===== config.mk =====
export PLATFORM = sky130hd
export DESIGN_NAME = fifo_wr_arbiter
export DESIGN_NICKNAME = d
export VERILOG_FILES = /design/src/rtl/fifo_wr_arbiter_pkg.sv /design/src/rtl/fifo_wr_arbiter_rr_pick.sv /design/src/rtl/fifo_wr_arbiter.sv
export SDC_FILE = /design/constraint.sdc
export NUM_CORES = 1
export LEC_CHECK = 0
export CORE_MARGIN = 1.5
export CORE_UTILIZATION = 34
export CTS_CLUSTER_SIZE = 20
export DETAILED_ROUTE_END_ITERATION = 10
export PLACE_DENSITY_LB_ADDON = 0.12
export SYNTH_ARGS = -nofsm -noshare
export SYNTH_HDL_FRONTEND = slang
export SYNTH_HIERARCHICAL = 1
export SYNTH_SLANG_ARGS = --single-unit

===== constraint.sdc =====
create_clock -name clk_i -period 1.8 [get_ports clk_i]
set_input_delay 0.18 -clock clk_i [delete_from_list [all_inputs] [get_ports clk_i]]
set_output_delay 0.18 -clock clk_i [all_outputs]
set_load 0.005 [all_outputs]

===== src/rtl/fifo_wr_arbiter_pkg.sv =====
// Shared types and helpers for the round-robin FIFO write-port arbiter.
// The state encoding is fixed so that IDLE=0 and GRANT=1.
package fifo_wr_arbiter_pkg;

    typedef enum logic {
        IDLE  = 1'b0,
        GRANT = 1'b1
    } state_e;

    function automatic int clog2(input int v);
        int r;
        r = 0;
        while ((1 << r) < v) r++;
        return r;
    endfunction

endpackage


===== src/rtl/fifo_wr_arbiter_rr_pick.sv =====
// Combinational round-robin search: the first requesting index found when
// searching upward from last+1 and wrapping modulo N.
module rr_pick
    import fifo_wr_arbiter_pkg::*;
#(
    parameter int N  = 4,
    parameter int IW = clog2(N)
) (
    input  logic [N-1:0]  req,
    input  logic [IW-1:0] last,
    output logic [IW-1:0] idx,
    output logic          any
);

    logic [IW-1:0] k;

    // Walk the offsets from farthest to nearest so the nearest hit is written last.
    always_comb begin
        idx = '0;
        k   = '0;
        any = |req;
        for (int off = N; off >= 1; off--) begin
            k = IW'((int'(last) + off) % N);
            if (req[k]) idx = k;
        end
    end

endmodule


===== src/rtl/fifo_wr_arbiter.sv =====
// Shares one FIFO write port among N_REQ requesters, granting bursts of up to
// BURST words in round-robin order; data and write enable are zero-latency.
module fifo_wr_arbiter
    import fifo_wr_arbiter_pkg::*;
#(
    parameter int N_REQ  = 4,
    parameter int DATA_W = 8,
    parameter int BURST  = 4
) (
    input  logic                    clk_i,
    input  logic                    rst_i,
    input  logic [N_REQ-1:0]        req_i,
    input  logic [N_REQ*DATA_W-1:0] data_i,
    output logic [N_REQ-1:0]        ack_o,
    input  logic                    full_i,
    output logic                    we_o,
    output logic [DATA_W-1:0]       data_o,
    output logic [N_REQ-1:0]        gnt_o,
    output logic                    busy_o
);

    localparam int            IW       = clog2(N_REQ);
    localparam int            CW       = clog2(BURST + 1);
    localparam logic [CW-1:0] CNT_LAST = CW'(BURST - 1);

    generate
        if (BURST < 1 || N_REQ < 2 || N_REQ > 8) begin : g_bad_params
            $error("fifo_wr_arbiter: need BURST >= 1 and 2 <= N_REQ <= 8");
        end
    endgenerate

    state_e            state_q, state_d;
    logic [IW-1:0]     owner_q, owner_d;
    logic [IW-1:0]     last_q, last_d;
    logic [CW-1:0]     cnt_q, cnt_d;
    logic [IW-1:0]     pick_idx;
    logic              pick_any;
    logic              own_req;
    logic              xfer;
    logic [N_REQ-1:0]  own_oh;

    rr_pick #(.N(N_REQ), .IW(IW)) u_pick (
        .req  (req_i),
        .last (last_q),
        .idx  (pick_idx),
        .any  (pick_any)
    );

    // Outputs are masked by reset so an in-flight burst cannot write in the reset cycle.
    assign own_oh  = {{(N_REQ-1){1'b0}}, 1'b1} << owner_q;
    assign own_req = req_i[owner_q];
    assign busy_o  = (state_q == GRANT) && !rst_i;
    assign gnt_o   = busy_o ? own_oh : '0;
    assign ack_o   = (busy_o && !full_i) ? own_oh : '0;
    assign xfer    = busy_o && !full_i && own_req;
    assign we_o    = xfer;
    assign data_o  = data_i[int'(owner_q)*DATA_W +: DATA_W];

    always_comb begin
        state_d = state_q;
        owner_d = owner_q;
        last_d  = last_q;
        cnt_d   = cnt_q;
        case (state_q)
            IDLE: begin
                if (pick_any) begin
                    owner_d = pick_idx;
                    cnt_d   = '0;
                    state_d = GRANT;
                end
            end
            GRANT: begin
                if (!own_req) begin
                    state_d = IDLE;
                    last_d  = owner_q;
                end else if (xfer) begin
                    cnt_d = cnt_q + 1'b1;
                    if (cnt_q == CNT_LAST) begin
                        state_d = IDLE;
                        last_d  = owner_q;
                    end
                end
            end
        endcase
    end

    always_ff @(posedge clk_i) begin
        if (rst_i) begin
            state_q <= IDLE;
            owner_q <= '0;
            last_q  <= IW'(N_REQ - 1);
            cnt_q   <= '0;
        end else begin
            state_q <= state_d;
            owner_q <= owner_d;
            last_q  <= last_d;
            cnt_q   <= cnt_d;
        end
    end

endmodule


# After elaboration in Yosys (flattened, before gate mapping)
# Index checks and enable logic that the tools add are counted.
[op_classes]
shifts = 2
muxes = 28
n_lt_le_gt_ge = 5
eq_ne = 6
n_reduce_logical = 9
bitwise_logic = 1
addsub = 5
[ops]
columns = ["cell", "count"]
rows = [
  ["$shiftx A32 B6 Y8", 1],
  ["$lt A2 B3 Y1 const B", 5],
  ["$mux W2", 7],
  ["$bmux W1 S2", 5],
  ["$mux W1", 9],
  ["$mux W3", 3],
  ["$mux W4", 2],
  ["$ne A2 B2 Y1 const B", 3],
  ["$pmux W3 S2", 1],
  ["$reduce_and A3 Y1", 2],
  ["$add A2 B1 Y2 const B", 2],
  ["$add A2 B2 Y2 const B", 2],
  ["$ne A2 B1 Y1 const B", 2],
  ["$reduce_or A4 Y1", 1],
  ["$shl A1 B2 Y4 const A", 1],
  ["$add A3 B1 Y3 const B", 1],
  ["$eq A3 B2 Y1 const B", 1],
  ["$logic_and A1 B1 Y1", 3],
  ["$logic_not A1 Y1", 2],
  ["$pmux W1 S2", 1],
  ["$reduce_and A2 Y1", 1],
  ["$not A1 Y1", 1],
]
[totals]
output_inout_bits = 18
reg_bits = 8
word_cells = 60
in_bits = 39

# Logic depth before layout (Yosys ltp)
# Gate-level depths: netlist of the first run.
[depth]
word_depth = 7
depth_mapped = 6
depth_no_buf = 6

# By module
# The synthesis of the first run kept the hierarchy.
[modules_own_cells]
columns = ["module", "seq_area_each_um2", "n_inst", "area_per_inst_um2", "cells_each"]
rows = [
  ["fifo_wr_arbiter", 160.2, 1, 705.7, 67],
  ["rr_pick", 0.0, 1, 91.3, 14],
]

# Worst setup path after synthesis of the first run
# OpenSTA, ideal clock, no wires.
[synth_timing]
path_type = "register to register"
from = "register owner_q[1]"
to = "register cnt_q[1]"
stages_incl_launch_ff = 6
setup_ps = 121
slack_ps = 296
arrival_ps = 1382
required_time_ps = 1679
period_less_slack_ps = 1504
n_path_buf = 1
cell_sequence = "dfxtp_1 -> buf_6 -> mux2_4 -> mux2_4 -> nand2b_4 -> mux2_4"
[synth_between]
elab_chain_len = 5
elab_cells_between_ends = 6
classes_between = "2 x eq/ne; 2 x mux; 2 x reduce/logical"
[synth_rtl]
columns = ["item", "line_no", "rtl"]
rows = [
  ["from (decl)", "fifo_wr_arbiter.sv:33", "logic [IW-1:0] owner_q, owner_d;"],
  ["from (signal assigned)", "fifo_wr_arbiter.sv:95", "owner_q <= owner_d;"],
  ["$bmux W1 S2 (*)", "fifo_wr_arbiter.sv:51", "assign own_req = req_i[owner_q];"],
  ["$mux W1 (implied by the code) (*)", "fifo_wr_arbiter.sv:51", ""],
  ["$logic_and A1 B1 Y1", "fifo_wr_arbiter.sv:55", "assign xfer = busy_o && !full_i && own_req;"],
  ["$ne A2 B2 Y1 (no line)", "-", ""],
  ["$reduce_and A3 Y1 (no line) (*)", "-", ""],
  ["to (signal assigned)", "fifo_wr_arbiter.sv:97", "cnt_q <= cnt_d;"],
  ["to (decl)", "fifo_wr_arbiter.sv:35", "logic [CW-1:0] cnt_q, cnt_d;"],
]
# Every way passes the cells marked *; elsewhere a longest branch is shown, timed or not. The select of a mux whose other input is x is not followed.
# A chain may end at the register's enable or synchronous reset.

# Worst setup path after layout of the first run
[layout_timing]
from = "register owner_q[0]"
to = "output port data_o[3]"
[layout_between]
elab_chain_len = 1
[layout_rtl]
columns = ["item", "line_no", "rtl"]
rows = [
  ["$shiftx A32 B6 Y8", "fifo_wr_arbiter.sv:57", "assign data_o = data_i[int'(owner_q)*DATA_W +: DATA_W];"],
  ["to (decl)", "fifo_wr_arbiter.sv:17", "output logic [DATA_W-1:0] data_o,"],
]
# Every way passes these cells.

==> results.yml, run 1 <==
global_routing:
  grt_max_degree: 11
  track_usage: 0.1770
  grt_pass1_vias: 906
  grt_overflow_total: 0
  antenna_found_initial: 0
  grt_pass1_wl_um: 3629
timing:
  clock_skew_ns: 0.0005874
  min_period_over_period: 0.9454
  fin_crit_ns: 1.702
  slew_violations: 0
  setup_viol_count_final: 0
  finalWorstSetupSlack_ns: 0.09836
  fmax_mhz: 587.7
  max_slew.worst_pin.slew_ns: 0.2234
  hold_viol_final: 0
  rsz0062_at_grt: "false"
  holdWs_ns: 0.4898
  relSlewSlack: 0.8509
floorplan:
  start_util: 0.3603
  die_h_um: 51.42
  fp.dieW_um: 51.42
  pin_count: 57
  fp.coreArea_um2: 2212
  rows: 17
  die_area_um2: 2644
worst_setup_path:
  critical_path_class: "reg -> out"
  r2r_slack_ns: 0.23
  crit_required_ns: 1.62
  r2r-end: "cnt_q[1]"
  worst-path-max-fanout: 5
  critPathLaunch: "owner_q[0]"
  rr_startpoint: "owner_q[1]"
  reg2reg_depth: 5
  cp-endpoint: "data_o[3]"
  setup.worst_path.start_class: "flop"
  cp.arrival_ns: 1.52
  worstSetupEndpointType: "primary output"
clocking:
  ctsRootBufferMaster: "clkbuf_4"
  path_clk_slew_ns: 0.05
  cts_buffers: 3
  clock_latency_ns: 0.25
  htreeDepth: 1
  clk_path_buf_depth: 2
  cts_tree: "done"
  postCtsHoldBufs: 0
  cts.sinks: 8
route:
  top_layer: "met4"
  met3_length_um: 261
  dr_total_vias: 880
  vias_per_cell: 4.972
  drt_iter0_drc: 6
  wl_met1_um: 937
  wl_um: 2421
  final_antenna_net_count: 0
  avgRoutedWirePerCell_um: 13.68
  dr.pass1.iters: 4
  route.detailed.drc: 0
  wl_met2_um: 1198
synth:
  syn-mean-instance-area_um2: 9.840
  synth_edf_count: 0
  syn_area_um2: 797.0
  ys_types: 28
  ys_warn_count: 6
  syn_nets: 122
  synthTopCellsByArea: "mux4_2 23%, dfxtp_1 20%, mux2i_1 7.5%"
  synth_flop_cell: "dfxtp_1"
  netlist_instances: 81
  ys_ff_latch: 8
  synth_top_cell_area_share: 0.2261
  ys_seq_area_frac: 0.2009
  synth.largest_area_cell: "mux4_2"
  synthArstFlopShare: 0
placement:
  io_buffers: 56
  gp_congestion: 0.7973
  dpl_cell_area_um2: 1459
  dp_worst_setup_slack_ns: -0.1717
  dp_hpwl_um: 1927
finish:
  multi_input_area_um2: 590.6
  ff_latch_area_um2: 168.9
  layout_common_cells: "39 x clkdlybuf4s50_1, 12 x buf_4, 11 x nor2_1"
  final_cell_area_um2: 1534
  layout.nets: 192
  num_antenna_cells: 0
  drive_above_1_share: 0.2819
  fill_cells: 196
  syn_to_final_growth_pct: 92.46
  final_common_cell: "clkdlybuf4s50_1"
  utilization: 0.6934
job:
  maxCapViolations: 0
pwr:
  ir_worst_vdd_mv: 0.4752
  p_leak_nw: 0.7628
  p_per_area_nw_per_um2: 455.4
hold_path:
  hp-class: "reg -> reg"
  min_path_cells: 1
status:
  status: "finished, final reports clean"
## cell families (layout without fill, tap and decap cells)
group	Yosys count	in the layout	share of synthesized area
fa+ha+maj	2	2	0.03139
compound gates	9	9	0.08164
mux	18	18	0.3768
flops	8	8	0.2009
simple gates	34	34	0.2449
buf+inv	10	78	0.06437
## sequential cells by signal (all words and copies together), names as in the netlist
| register | flops |
|---|---|
| cnt_q | 3 |
| last_q | 2 |
| owner_q | 2 |
| state_q | 1 |
## metal layers
metal	vias up	global-route usage
met3	4	0.04678
met5	-	0
li1	435	-
met1	401	0.1863
met2	40	0.3333
met4	0	0.06140
## worst max-delay path, stage by stage (launching register included)
cell and delay, ns:
dfxtp_4 0.38, clkbuf_16 0.15, mux4_2 0.48, dlygate4sd2_1 0.27
## how the worst min path moves through the flow
stage	end	start
after floorplan	state_q	rst_i
after global placement	cnt_q[0]	cnt_q[0]
final	cnt_q[0]	cnt_q[0]
after detailed placement	cnt_q[0]	cnt_q[0]
after global routing	cnt_q[0]	cnt_q[0]
after CTS	cnt_q[0]	cnt_q[0]
## synthesized netlist by cell type (2+ instances only)
master	count
buf_2	2
nand2b_1	6
ha_1	2
nand2b_4	2
clkbuf_1	2
dfxtp_1	8
mux2i_1	6
nor2_1	13
nand2_1	3
nor3_1	2
nand3b_1	2
mux2_4	4
inv_1	4
a21oi_1	4
mux4_2	8
## area by class of cell
cell class,count,area share
clock buffers,3,0.01468
repair buffers,71,0.4576
flip-flops and latches,8,0.1101
inverters,4,0.009788
multi-input cells,63,0.3850
well taps,28,0.02284
## report_power, final
group          switching [mW]  internal (mW)
logic                   0.111          0.240
registers              0.0206          0.192
clock network          0.0582         0.0761
total                   0.190          0.508
## repair_timing
action                                  in CTS  in global routing
cloned                                       0                  1
endpoints found under the setup margin      13                  9
setup buffers                                2                  0
gates resized for setup                     18                 12
## through the flow
stage | TNS, ns | std cells | total power [mW]
2_1_floorplan | 0 | 81 | 0.3735
3_3_place_gp | -0.3236 | 171 | 0.5666
3_5_place_dp | -0.3072 | 171 | 0.5727
4_1_cts | 0 | 176 | 0.6980
5_1_grt | 0 | 177 | 0.7405
6_report | 0 | 177 | 0.6985
(Power assumes the default switching activity.)
==> run 2: changes to the inputs <==
--- a/config.mk
+++ b/config.mk
@@ -6,11 +6,11 @@
 export NUM_CORES = 1
 export LEC_CHECK = 0
 export CORE_MARGIN = 1.5
-export CORE_UTILIZATION = 34
+export CORE_UTILIZATION = 33
+export CTS_CLUSTER_DIAMETER = 60
 export CTS_CLUSTER_SIZE = 20
 export DETAILED_ROUTE_END_ITERATION = 10
 export PLACE_DENSITY_LB_ADDON = 0.12
 export SYNTH_ARGS = -nofsm -noshare
 export SYNTH_HDL_FRONTEND = slang
-export SYNTH_HIERARCHICAL = 1
 export SYNTH_SLANG_ARGS = --single-unit
==> run 2 against run 1 <==
Via count rose by 0.45%. Combinational power is 6.5% lower. Count of clock-buffer cells in the layout is the same. Design area fell by 7.9%. Synthesized cell count shrank 4.9%. Routed wire length is 5.3% higher. First-iteration DRC count increased to 5.0 times the previous value. Final cell count down 4.0%. Critical path depth is the same. Worst hold slack got worse by 0.018 ns. Critical endpoint is now data_o[2]. Highest routed layer unchanged.
==> results.yml, run 2 <==
synth:
  synth_edf_count: 0
  syn-mean-instance-area_um2: 9.555
  synth-xor-area-share: 0
  ys_seq_area_frac: 0.2177
  synth.largest_area_cell: "dfxtp_1"
  ys_ff_latch: 8
  ys_warn_count: 0
  synth_top_cell_area_share: 0.2177
  syn_area_um2: 735.7
  synth_fa_ha_area_frac: 0.03401
  synthMuxAreaShare: 0.2959
  synth-simple-area-share: 0.1905
  synthArstFlopShare: 0
  synthMostInstantiatedCell: "nor2_1"
  synth_compound_gate_area_share: 0.1769
  synthTopCellsByArea: "dfxtp_1 22%, mux4_2 15%, mux4_1 14%"
  syn_nets: 118
  synth_flop_cell: "dfxtp_1"
  ys_types: 30
  ys_top_cells_by_count: "9 x nor2_1, 8 x dfxtp_1, 6 x inv_1, 6 x o21ai_0"
  synth_top_family_by_area: "multiplexers"
  netlist_instances: 77
route:
  dr_total_vias: 884
  avgRoutedWirePerCell_um: 14.99
  wl_um: 2549
  dr.pass1.iters: 4
  vias_per_cell: 5.200
  drt_iter0_drc: 30
  route.detailed.drc: 0
  final_antenna_net_count: 0
clocking:
  path_clk_slew_ns: 0.06
  clock_latency_ns: 0.26
  ctsRootBufferMaster: "clkbuf_4"
  cts_tree: "done"
  cts_buffers: 3
  clk_path_buf_depth: 2
  htreeDepth: 1
  cts.sinks: 8
finish:
  drive_above_1_share: 0.2238
  num_antenna_cells: 0
  layout_common_cells: "40 x clkdlybuf4s50_1, 12 x dlygate4sd2_1, 10 x buf_4"
  syn_to_final_growth_pct: 92.01
  layout.nets: 186
  largest_reg_flops: 3
  reg_top3: "cnt_q (3), last_q (2), owner_q (2)"
  utilization: 0.6986
  regMostFlops: "cnt_q"
  final_common_cell: "clkdlybuf4s50_1"
  layout.cells.non_filler: 170
  fill_cells: 183
global_routing:
  track_usage: 0.2039
  grt_pass1_wl_um: 3946
  grt_max_degree: 16
  grt_overflow_total: 0
  antenna_found_initial: 0
  grt_pass1_vias: 893
worst_setup_path:
  setup.worst_path.start_class: "flop"
  worst-path-max-fanout: 9
  worstSetupEndpointType: "primary output"
  r2r_slack_ns: 0.22
  critical_path_class: "reg -> out"
  cp.arrival_ns: 1.56
  crit_required_ns: 1.62
timing:
  fin_crit_ns: 1.742
  relSlewSlack: 0.8473
  hold_viol_final: 0
  rsz0062_at_grt: "false"
  fmax_mhz: 573.9
  max_slew.worst_pin.slew_ns: 0.2275
  finalWorstSetupSlack_ns: 0.05763
  min_period_over_period: 0.9680
  setup_viol_count_final: 0
  slew_violations: 0
  clock_skew_ns: 0.01343
placement:
  dp_hpwl_um: 2032
  io_buffers: 56
  dp_worst_setup_slack_ns: -0.1596
  gp_congestion: 0.8003
  place_inst: 166
pwr:
  p_leak_nw: 0.6287
  p_per_area_nw_per_um2: 478.3
  totalPowerFinal_mw: 0.6756
  ir_worst_vdd_mv: 0.6143
floorplan:
  pin_count: 57
  fp.dieW_um: 50.22
  start_util: 0.3639
  die_area_um2: 2522
  die_h_um: 50.22
  fp.coreArea_um2: 2022
  rows: 16
job:
  maxCapViolations: 0
status:
  status: "finished, final reports clean"
hold_path:
  hp-class: "reg -> reg"
[run 2: cell types whose count changed after synthesis, sizes merged, moves of 3 or more]
cell	previous run	this run
mux2	4	0
inv	4	7
mux2i	6	0
nand2b	8	4
nor2	13	9
o21ai	0	6
[run 2: per-layer routing]
metal / up-vias / global-route usage / part of all wire
met2: 43 / 0.3904 / 0.52
met3: 2 / 0.06845 / 0.088
li1: 419 / - / -
met4: 0 / 0.02315 / 0.0027
met1: 420 / 0.2193 / 0.39
met5: - / 0 / 0
[run 2: worst paths after layout]
| kind | startpoint | endpoint | cells after the start |
|---|---|---|---|
| setup / recovery | owner_q[0] | data_o[2] | 3 |
| hold / removal | cnt_q[1] | cnt_q[1] | 2 |
| setup reg to reg | owner_q[0] | last_q[1] | 5 |
| hold reg to reg | cnt_q[1] | cnt_q[1] | 2 |
[run 2: area by class of cell]
class                      count  area (um2)  area share
timing repair buffer          68       651.9      0.4615
multi-input combinational     57       514.2      0.3640
clock buffer                   3       22.52     0.01594
sequential                     8       163.9      0.1160
tap                           27       33.78     0.02392
inverter                       7       26.28     0.01860
[run 2: critical path, stage by stage, from the launching register on]
cell           delay (ns)
dfxtp_4              0.39
buf_8                0.14
mux4_2               0.49
dlygate4sd2_1        0.28
[run 2: repair_timing]
action	4_1_cts	5_1_grt
hold buffers	0	0
buffers inserted	1	0
endpoints found under the setup margin	16	5
gates resized for setup	22	6
[run 2: logic make-up (layout without fill, tap and decap cells)]
family	count (synthesis)	in the layout
muxes	9	9
adders and majority gates	2	2
AOI/OAI and AO/OA	20	20
and+or+nand+nor	26	26
DFF	8	8
buffers and inverters	12	78
[run 2: per-stage QoR]
step | hold WS, ns | instance area (um2) | setup TNS [ns]
after CTS | 0.4753 | 1404 | 0
after global routing | 0.4894 | 1413 | 0
final | 0.4714 | 1413 | 0
after detailed placement | 0.4660 | 1376 | -0.7844
after global placement | 0.4601 | 1376 | -0.6048
after floorplan | 0.3582 | 735.7 | 0
[run 2: power breakdown]
part | leakage [nW] | switching, mW | total, mW | internal, mW
logic | 0.549 | 0.115 | 0.329 | 0.214
clock network | 0.0138 | 0.0656 | 0.142 | 0.0766
registers | 0.0663 | 0.0136 | 0.205 | 0.191
